==> src/rtl/mem_ctrl_pkg.sv <==
// rtl/mem_ctrl_pkg.sv - shared types and constants for the memory arbiter
package mem_ctrl_pkg;

  // Transaction sequencer states
  typedef enum logic [1:0] {
    IDLE  = 2'd0,
    ISSUE = 2'd1,
    WAIT  = 2'd2,
    RESP  = 2'd3
  } state_t;

  // Requester identifier: 0 or 1
  typedef logic id_t;

  // Default number of WAIT cycles before a transaction is abandoned
  localparam int DEFAULT_TIMEOUT = 15;

endpackage

==> src/rtl/rr_pick2.sv <==
// rtl/rr_pick2.sv - two-way round-robin winner selection
module rr_pick2
  import mem_ctrl_pkg::*;
(
  input  logic req0,
  input  logic req1,
  input  id_t  last,
  output id_t  win,
  output logic any
);

  // A tie goes to the requester that was not served last; otherwise the lone requester wins
  assign win = (req0 && req1) ? ~last : req1;
  assign any = req0 | req1;

endmodule

==> src/rtl/mem_arbiter.sv <==
// rtl/mem_arbiter.sv - round-robin arbiter sharing one memory unit between two requesters
module mem_arbiter
  import mem_ctrl_pkg::*;
#(
  parameter int DATA_W  = 16,
  parameter int TIMEOUT = DEFAULT_TIMEOUT
) (
  input  logic              clock,
  input  logic              reset,
  input  logic              req0,
  input  logic              req1,
  input  logic [DATA_W-1:0] a0,
  input  logic [DATA_W-1:0] a1,
  output logic              gnt0,
  output logic              gnt1,
  output logic              ack0,
  output logic              ack1,
  output logic [DATA_W-1:0] rdata,
  output logic              err,
  output logic [DATA_W-1:0] mem_a,
  output logic              mem_enable,
  input  logic [DATA_W-1:0] mem_q,
  input  logic              mem_done,
  output logic              busy
);

  // Last WAIT count value before the transaction is abandoned
  localparam logic [7:0] TMO_LAST = 8'(TIMEOUT - 1);

  state_t     state;
  id_t        id;
  id_t        last;
  logic [7:0] cnt;
  id_t        win;
  logic       any;

  rr_pick2 u_pick (
    .req0 (req0),
    .req1 (req1),
    .last (last),
    .win  (win),
    .any  (any)
  );

  // Sequencer: every output is registered and computed from the state being entered
  always_ff @(posedge clock or posedge reset) begin
    if (reset) begin
      state      <= IDLE;
      id         <= 1'b0;
      last       <= 1'b1;
      cnt        <= 8'd0;
      mem_a      <= '0;
      mem_enable <= 1'b0;
      gnt0       <= 1'b0;
      gnt1       <= 1'b0;
      ack0       <= 1'b0;
      ack1       <= 1'b0;
      rdata      <= '0;
      err        <= 1'b0;
      busy       <= 1'b0;
    end else begin
      // Pulsed outputs default low; rdata/err are only meaningful alongside ack
      mem_enable <= 1'b0;
      ack0       <= 1'b0;
      ack1       <= 1'b0;
      rdata      <= '0;
      err        <= 1'b0;
      case (state)
        IDLE: begin
          if (any) begin
            id         <= win;
            mem_a      <= win ? a1 : a0;
            mem_enable <= 1'b1;
            gnt0       <= ~win;
            gnt1       <= win;
            busy       <= 1'b1;
            state      <= ISSUE;
          end
        end
        ISSUE: begin
          cnt   <= 8'd0;
          state <= WAIT;
        end
        WAIT: begin
          // A completion on the final count still wins over the timeout
          if (mem_done) begin
            rdata <= mem_q;
            err   <= 1'b0;
            ack0  <= ~id;
            ack1  <= id;
            state <= RESP;
          end else if (cnt == TMO_LAST) begin
            rdata <= '0;
            err   <= 1'b1;
            ack0  <= ~id;
            ack1  <= id;
            state <= RESP;
          end else begin
            cnt <= cnt + 8'd1;
          end
        end
        RESP: begin
          last  <= id;
          gnt0  <= 1'b0;
          gnt1  <= 1'b0;
          busy  <= 1'b0;
          state <= IDLE;
        end
        default: state <= IDLE;
      endcase
    end
  end

endmodule

==> config.mk <==
export PLATFORM = sky130hd
export DESIGN_NAME = mem_arbiter
export DESIGN_NICKNAME = d
export VERILOG_FILES = /design/src/rtl/mem_ctrl_pkg.sv /design/src/rtl/rr_pick2.sv /design/src/rtl/mem_arbiter.sv
export SDC_FILE = /design/constraint.sdc
export NUM_CORES = 1
export LEC_CHECK = 0
export CAP_MARGIN = 30
export CORE_ASPECT_RATIO = 0.7
export CORE_MARGIN = 3
export CORE_UTILIZATION = 39
export DETAILED_ROUTE_END_ITERATION = 16
export PLACE_DENSITY = 0.76
export SLEW_MARGIN = 20
export SYNTH_ARGS = -nofsm -noshare
export SYNTH_HDL_FRONTEND = slang
export SYNTH_SLANG_ARGS = --single-unit
==> constraint.sdc <==
create_clock -name clock -period 1.9 [get_ports clock]
set_clock_uncertainty 0.05 [all_clocks]
set_input_delay 0.19 -clock clock [delete_from_list [all_inputs] [get_ports clock]]
set_output_delay 0.19 -clock clock [all_outputs]
set_load 0.02 [all_outputs]
==> flow_summary_export.csv, run 1 <==
group,metric,value,unit
grt,grt_pass1_wl,8.763,mm
layout,instances_no_fill,391,
floorplan,core_area,5478,um^2
placement,dp_slack,-0.04559,ns
timing,setup_violations,0,
timing,min_period_over_period,98.87,%
logic_synthesis,ys.flop_type,"dfrtp_1",
logic_synthesis,ys_ff_latch,51,
worst_setup_path,cp-start-kind,"register",
routing,vias,1895,
cts,cts_num_sinks,51,
grt,grt_overflow_total,0,
worst_setup_path,crit_type,"register to register",
routing,drcViolationCount,0,
timing,tightest_slew,0.4076,ns
logic_synthesis,netlist.area_leader.share,54.20,%
placement,dp_cells,379,
logic_synthesis,netlist_top_cells_area,"dfrtp_1 (54%), mux2i_1 (7.8%), nand2_1 (4.7%)",
placement,dp_hpwl,4.228,mm
cts,clockRootBuffer,"clkbuf_8",
routing,top_layer,"met4",
timing,rsz0062_at_grt,"yes",
routing,drt_pass1_iterations,4,
min_path,hp-class,"primary input to asynchronous set/reset pin",
timing,slew_violations,0,
placement,numPortBuffers,91,
floorplan,design.die.area,6893,um^2
routing,post_drt_wl_per_cell,14.26,um
routing,ant_nets,0,
timing,fin_tns_setup,0,ns
worst_setup_path,r2r_cells,7,
power,power_density,1284,nW/um^2
layout,drive_gt1_share,15.05,%
worst_setup_path,cp_cell_sequence,"ha_4 -> nand4b_1 -> buf_4 -> o221ai_4 -> buf_12 -> or4b_1 -> nand3_1",
flow_run,maxCapViolCount,0,
worst_setup_path,crit_slowest_cell,"or4b_1",
power,switching_share,36.75,%
logic_synthesis,synth_edf_count,0,
logic_synthesis,synth_cell_types,39,
worst_setup_path,rr_startpoint,"cnt[1]",
timing,final-hold-violation-count,0,
worst_setup_path,timing.rr.end,"cnt[4]",
logic_synthesis,syn_avg_cell_area,11.05,um^2
layout,layout_commonest_cell,"clkdlybuf4s50_1",
layout,final_nets,379,
worst_setup_path,critPathTopFamily,"simple AND/OR/NAND/NOR gates",
worst_setup_path,end_kind,"register",
cts,clk_latency,0.30,ns
routing,drtIter0Drc,45,
cts,cts.path.max_buffers,2,
routing,vias_per_cell,4.847,
timing,maxSlewHeadroom,72.79,%
cts,cts_tree,"yes",
floorplan,io_pins,92,
layout,layout_common_cells,"clkdlybuf4s50_1 (91), dfrtp_1 (49), nand2_1 (29)",
layout,num_antenna_cells,0,
floorplan,fp-row-count,22,
logic_synthesis,syn_inst,209,
grt,grt_max_degree,35,
worst_setup_path,max_stage_delay,0.50,ns
placement,gp_congestion,0.8168,
cts,cts_made_buffers,5,
timing,period_needed,1.879,ns
status,outcome,"finished, final reports clean",
layout,nFillCells,446,
timing,fmax,0.5323,GHz
routing,wirelength_met1,2.590,mm
floorplan,die_h,70.37,um
grt,gr-usage-all-layers,16.04,%
logic_synthesis,syn_nets,269,
routing,wl_met3,327,um
layout,area_delta_synth_final,57.45,%
power,p_comb_share,53.1,%
cts,cts_max_level,2,
routing,wl,5.577,mm
layout,utilization,66.35,%
logic_synthesis,async_flop_share,100.0,%
worst_setup_path,cp.required,2.09,ns
floorplan,initial_core_util,42.14,%
worst_setup_path,worstPathArrival,2.07,ns
power,sequentialPowerShare,34.0,%
logic_synthesis,yosys_warnings,0,
worst_setup_path,crit_buf_inv,2,
timing,holdWs,0.1517,ns
power,p_clk_share,12.8,%
power,vdd_ir_drop_max,726.7,uV
logic_synthesis,yosysSeqAreaShare,55.34,%
cts,clk_pin_slew,0.09,ns
floorplan,die_w,97.96,um
grt,grt_pass1_vias,1816,
timing,setup_ws,0.02141,ns
power,switching_power,1.715,mW
worst_setup_path,r2r_setup_slack,0.02,ns
layout,multi_input_area,992.2,um^2
routing,wl_met2,2.561,mm
power,p_int,2.951,mW
logic_synthesis,syn-cell-area,2308,um^2
layout,seq_area,1279,um^2
grt,antenna_found_initial,0,
worst_setup_path,worst-path-max-fanout,7,
logic_synthesis,synth_largest_area_cell,"dfrtp_1",
power,p_leak,1.678,nW
[per-stage QoR]
step                      cell area [um^2]  total power [mW]
after floorplan                       2311             2.822
after detailed placement              3445             3.876
after global routing                  3635             4.999
after global placement                3445             3.817
final                                 3635             4.665
after CTS                             3565             4.595
[cells in the mapped netlist, types with 7 or more instances]
| library cell | instances |
|---|---|
| and3_1 | 16 |
| clkbuf_1 | 7 |
| dfrtp_1 | 50 |
| ha_1 | 7 |
| inv_1 | 8 |
| mux2i_1 | 18 |
| nand2_1 | 29 |
| nand3_1 | 8 |
| nor2_1 | 9 |
| o21ai_0 | 8 |
| o21ai_1 | 15 |
[worst max-delay path by stage]
stage,startpoint,end,slack [ns],cells past startpoint
after floorplan,state[0],cnt[2],0.006,7
after global placement,state[0],cnt[5],0.006,6
after detailed placement,state[0],cnt[5],-0.05,6
after CTS,cnt[1],cnt[4],0.02,7
after global routing,state[0],cnt[7],-0.04,8
final,cnt[1],cnt[4],0.02,7
[registers in the layout, summed over array words and instances, names as in the netlist]
register and flops:
mem_a 16, rdata 16, cnt 8, state 2
ack0 1, ack1 1, busy 1, err 1
gnt0 1, gnt1 1, id 1, last 1
mem_enable 1
[repair_timing]
item,in CTS,in global routing
resized for setup,2,9
pin swaps,1,6
hold buffers,0,0
endpoints found under the hold margin,0,0
gates cloned,0,0
setup buffers,2,3
endpoints found under the setup margin,5,10
[power groups by stage]
| stage | Sequential, mW | Clock (mW) | Combinational, mW |
|---|---|---|---|
| 2_1_floorplan | 1.92 | 0 | 0.901 |
| 3_3_place_gp | 1.59 | 0 | 2.23 |
| 3_5_place_dp | 1.60 | 0 | 2.27 |
| 4_1_cts | 1.59 | 0.618 | 2.39 |
| 5_1_grt | 1.63 | 0.670 | 2.70 |
| 6_report | 1.59 | 0.598 | 2.48 |
[kinds of logic (layout without fill, tap and decap cells)]
| family | after synthesis | in the layout | synth area share, % |
|---|---|---|---|
| compound gates | 36 | 36 | 10.95 |
| simple gates | 75 | 75 | 16.91 |
| buf+inv | 20 | 130 | 4.228 |
| fa+ha+maj | 7 | 7 | 3.794 |
| mux | 20 | 20 | 8.780 |
| flops | 51 | 51 | 55.34 |
[layout make-up]
type | count | area share (%)
multi-input cells | 138 | 27.30
inverters | 8 | 0.8262
clock inverters | 2 | 0.3787
well taps | 72 | 2.478
repair buffers | 115 | 31.94
flip-flops and latches | 51 | 35.18
clock buffers | 5 | 1.893
[per-layer routing]
layer  vias to the layer above  global-route usage [%]
li1                        954                       -
met3                        10                   3.892
met4                         0                   5.530
met1                       869                   21.99
met2                        62                   24.89
met5                         -                       0
Power figures use the tool's default switching activity.
==> run 2: changes to the inputs <==
--- a/config.mk
+++ b/config.mk
@@ -7,7 +7,6 @@
 export LEC_CHECK = 0
 export CAP_MARGIN = 30
 export CORE_ASPECT_RATIO = 0.7
-export CORE_MARGIN = 3
 export CORE_UTILIZATION = 39
 export DETAILED_ROUTE_END_ITERATION = 16
 export PLACE_DENSITY = 0.76
==> flow_summary_export.csv, run 2 (synthesis results as in run 1) <==
group,metric,value,unit
worst_setup_path,end_kind,"register",
routing,post_drt_wl_per_cell,13.44,um
timing,fin_tns_setup,0,ns
worst_setup_path,cp-start-kind,"register",
layout,final_nets,376,
routing,ant_nets,0,
layout,drive_gt1_share,14.20,%
floorplan,io_pins,92,
floorplan,die_w,93.96,um
cts,cts_max_level,2,
worst_setup_path,cp.required,2.04,ns
worst_setup_path,worst-path-max-fanout,5,
cts,clockRootBuffer,"clkbuf_8",
flow_run,maxCapViolCount,0,
timing,rsz0062_at_grt,"yes",
timing,maxSlewHeadroom,74.27,%
routing,vias,1887,
power,p_leak,1.657,nW
layout,layout_commonest_cell,"clkdlybuf4s50_1",
layout,area_delta_synth_final,55.83,%
worst_setup_path,worstPathArrival,1.99,ns
timing,setup_ws,0.04706,ns
floorplan,fp-row-count,23,
placement,numPortBuffers,91,
power,power_density,1288,nW/um^2
worst_setup_path,crit_type,"register to register",
routing,vias_per_cell,4.814,
grt,grt_max_degree,35,
routing,wl,5.270,mm
cts,cts_num_sinks,51,
status,outcome,"finished, final reports clean",
timing,min_period_over_period,97.52,%
grt,grt_overflow_total,0,
grt,grt_pass1_vias,1769,
grt,grt_pass1_wl,8.466,mm
cts,post-cts-setup-buffers,0,
cts,cts.path.max_buffers,2,
routing,drcViolationCount,0,
min_path,hp-class,"primary input to asynchronous set/reset pin",
placement,place_area,3431,um^2
routing,drtIter0Drc,91,
cts,clk_latency,0.31,ns
timing,fmax,0.5397,GHz
power,vdd_ir_drop_max,807.1,uV
layout,num_antenna_cells,0,
cts,cts_made_buffers,5,
floorplan,initial_core_util,40.31,%
timing,period_needed,1.853,ns
cts,cts_tree,"yes",
routing,drt_pass1_iterations,4,
placement,dp_slack,0.02902,ns
grt,gr-usage-all-layers,17.82,%
timing,final-hold-violation-count,0,
timing,setup_violations,0,
placement,gp_congestion,0.7907,
layout,fin_area,3597,um^2
floorplan,design.die.area,6236,um^2
layout,layout_common_cells,"clkdlybuf4s50_1 (91), dfrtp_1 (50), nand2_1 (29)",
grt,antenna_found_initial,0,
floorplan,die_h,66.37,um
timing,slew_violations,0,
cts,clk_pin_slew,0.10,ns
floorplan,core_area,5727,um^2
layout,largest_registers,"mem_a x16, rdata x16, cnt x8",
timing,tightest_slew,0.3853,ns
placement,dp_hpwl,3.964,mm
## run 2: metrics by stage
stage / instances / power (mW) / util [%] / hold slack [ns]
finish: 392 / 4.634 / 62.81 / 0.1262
global route: 392 / 4.967 / 62.81 / 0.1506
CTS: 391 / 4.597 / 61.92 / 0.1343
detailed placement: 383 / 3.828 / 59.91 / 0.4217
global placement: 383 / 3.773 / 59.91 / 0.4148
floorplan: 209 / 2.822 / - / 0.2998
## run 2: area by class of cell
type	instances	area (um^2)
Fill cell	459	2130
Sequential cell	51	1277
Timing Repair Buffer	111	1086
Multi-Input combinational cell	139	994.7
Tap cell	75	93.84
Clock buffer	5	68.82
Clock inverter	3	46.29
Inverter	8	30.03
## run 2: where the power goes
part           switching, mW  internal, mW
registers              0.162          1.42
clock network          0.364         0.397
logic                   1.17          1.13
total                   1.69          2.94
## run 2: critical path, cell delays in order, from the launching register on
cell and delay (ns):
dfrtp_1 0.39, inv_2 0.08, ha_4 0.13, or4b_4 0.50
o221ai_4 0.27, nor4bb_2 0.09, a211o_1 0.23
## run 2: what timing repair did
action / in CTS / in global routing
endpoints found under the setup margin: 0 / 7
hold buffers: 0 / 0
hold endpoints to repair: 0 / 0
gates resized for setup: 0 / 6
## run 2: final timing paths
kind / start / end / slack, ns / depth (start not counted)
setup / recovery: state[0] / cnt[6] / 0.05 / 6
hold / removal: reset / rdata[9] / 0.13 / 2
setup reg to reg: state[0] / cnt[6] / 0.05 / 6
hold reg to reg: id / ack0 / 0.43 / 1
max in group asynchronous: reset / last / 1.09 / 3
min in group clock: mem_q[12] / rdata[12] / 0.42 / 2
## run 2: routing by layer
metal | up-vias | part of all wire (%) | track usage, %
li1 | 954 | - | -
met1 | 878 | 50 | 25.33
met2 | 50 | 44 | 26.73
met3 | 5 | 5.9 | 5.057
met4 | 0 | 0.80 | 4.231
met5 | - | 0 | 0
==> run 3: changes to the inputs <==
--- a/config.mk
+++ b/config.mk
@@ -9,8 +9,8 @@
 export CORE_ASPECT_RATIO = 0.7
 export CORE_UTILIZATION = 39
 export DETAILED_ROUTE_END_ITERATION = 16
+export HOLD_SLACK_MARGIN = 0.15
 export PLACE_DENSITY = 0.76
-export SLEW_MARGIN = 20
 export SYNTH_ARGS = -nofsm -noshare
 export SYNTH_HDL_FRONTEND = slang
 export SYNTH_SLANG_ARGS = --single-unit
==> flow_summary_export.csv, run 3 (synthesis results as in run 1) <==
group,metric,value,unit
status,outcome,"finished, final reports clean",
worst_setup_path,r2r_cells,6,
timing,min_period_over_period,97.52,%
cts,cts_max_level,2,
grt,grt_max_degree,35,
routing,drcViolationCount,0,
layout,multi_input_area,994.7,um^2
min_path,hp-class,"primary input to register",
layout,area_delta_synth_final,56.26,%
grt,grt_use_met3,5.057,%
power,p_comb_share,49.5,%
grt,grt_pass1_wl,8.493,mm
power,p_int,2.941,mW
routing,vias_per_cell,4.817,
cts,clk_latency,0.31,ns
timing,holdWs,0.4187,ns
floorplan,initial_core_util,40.31,%
power,sequentialPowerShare,34.1,%
placement,dp_hpwl,3.964,mm
worst_setup_path,endpoint,"cnt[6]",
layout,nFillCells,458,
cts,cts_num_sinks,51,
cts,clk_pin_slew,0.10,ns
power,p_clk_share,16.4,%
flow_run,maxCapViolCount,0,
worst_setup_path,cp_cell_sequence,"inv_2 -> ha_4 -> or4b_4 -> o221ai_4 -> nor4bb_2 -> a211o_1",
timing,tightest_slew,0.3855,ns
worst_setup_path,r2r_setup_slack,0.05,ns
power,power_density,1285,nW/um^2
routing,drtIter0Drc,108,
power,switching_power,1.695,mW
routing,post_drt_wl_per_cell,13.45,um
placement,numPortBuffers,91,
floorplan,core_area,5727,um^2
grt,grt_busiest_layer,"met2",
timing,fmax,0.5397,GHz
worst_setup_path,end_kind,"register",
timing,rsz0062_at_grt,"yes",
timing,fin_tns_setup,0,ns
layout,layout_common_cells,"clkdlybuf4s50_1 (91), dfrtp_1 (50), nand2_1 (29)",
routing,ant_nets,0,
layout,num_antenna_cells,0,
worst_setup_path,crit_path_start,"state[0]",
grt,antenna_found_initial,0,
cts,cts_made_buffers,5,
floorplan,die_w,93.96,um
worst_setup_path,worst-path-max-fanout,5,
worst_setup_path,rr_startpoint,"state[0]",
power,switching_share,36.55,%
floorplan,io_pins,92,
worst_setup_path,crit_type,"register to register",
floorplan,design.die.area,6236,um^2
placement,dp_slack,0.02902,ns
timing,slew_violations,0,
grt,gr-usage-all-layers,17.87,%
placement,gp_congestion,0.7907,
layout,seq_area,1277,um^2
worst_setup_path,max_stage_delay,0.50,ns
grt,grt_overflow_total,0,
timing,maxSlewHeadroom,74.26,%
cts,clockRootBuffer,"clkbuf_8",
layout,layout_commonest_cell,"clkdlybuf4s50_1",
timing,final-hold-violation-count,0,
worst_setup_path,timing.rr.end,"cnt[6]",
layout,final_nets,377,
cts,cts.path.max_buffers,2,
worst_setup_path,cp-start-kind,"register",
grt,met1_usage,25.33,%
timing,setup_violations,0,
worst_setup_path,crit_cells,6,
routing,wl,5.285,mm
floorplan,die_h,66.37,um
layout,largest_registers,"mem_a x16, rdata x16, cnt x8",
worst_setup_path,critPathTopFamily,"simple AND/OR/NAND/NOR gates",
power,p_leak,1.661,nW
grt,grt_util_met2,26.92,%
cts,cts_tree,"yes",
routing,vias,1893,
layout,drive_gt1_share,14.15,%
timing,period_needed,1.853,ns
worst_setup_path,cp.required,2.04,ns
worst_setup_path,crit_slowest_cell,"or4b_4",
timing,setup_ws,0.04706,ns
grt,grt_pass1_vias,1781,
worst_setup_path,worstPathArrival,1.99,ns
power,vdd_ir_drop_max,806.8,uV
floorplan,fp-row-count,23,
routing,drt_pass1_iterations,4,
worst_setup_path,crit_buf_inv,1,
## run 3: cell types whose count changed in the layout (fill, tap and decap cells not counted)
| cell | change |
|---|---|
| dlygate4sd3_1 | +1 |
## run 3: final cells by class
class	instances	share of cell area (%)
well taps	75	2.601
flip-flops and latches	51	35.41
multi-input cells	139	27.58
clock inverters	3	1.283
inverters	8	0.8325
repair buffers	112	30.38
clock buffers	5	1.908
## run 3: metrics by stage
stage	util, %	power, mW	std cells	instance area (um^2)
2_1_floorplan	-	2.822	209	2311
3_3_place_gp	59.91	3.773	383	3431
3_5_place_dp	59.91	3.828	383	3431
4_1_cts	62.09	4.599	392	3556
5_1_grt	62.99	4.969	393	3607
6_report	62.99	4.636	393	3607
## run 3: worst min path at each step
stage | startpoint | end | depth (start not counted) | slack, ns
2_1_floorplan | mem_done | rdata[0] | 1 | 0.30
5_1_grt | mem_q[1] | rdata[1] | 2 | 0.42
3_5_place_dp | mem_a[0] | mem_a[0] | 2 | 0.42
3_3_place_gp | mem_a[12] | mem_a[12] | 2 | 0.41
4_1_cts | mem_q[12] | rdata[12] | 2 | 0.42
6_report | mem_q[12] | rdata[12] | 2 | 0.42
## run 3: layer usage
layer,vias to the layer above,part of all wire (%)
met5,-,0
met4,0,0.79
met3,5,5.8
met2,50,44
met1,882,49
li1,956,-
## run 3: repair_timing
| item | in CTS | in global routing |
|---|---|---|
| resized for setup | 0 | 6 |
| hold buffers | 1 | 0 |
| endpoints found under the hold margin | 17 | 0 |
| setup buffers | 0 | 0 |
| setup endpoints to repair | 0 | 7 |
## run 3: power groups by stage
stage	combinational, mW	sequential [mW]	clock, mW
floorplan	0.901	1.92	0
global placement	2.18	1.59	0
detailed placement	2.23	1.60	0
CTS	2.24	1.57	0.782
global route	2.52	1.62	0.830
finish	2.30	1.58	0.761
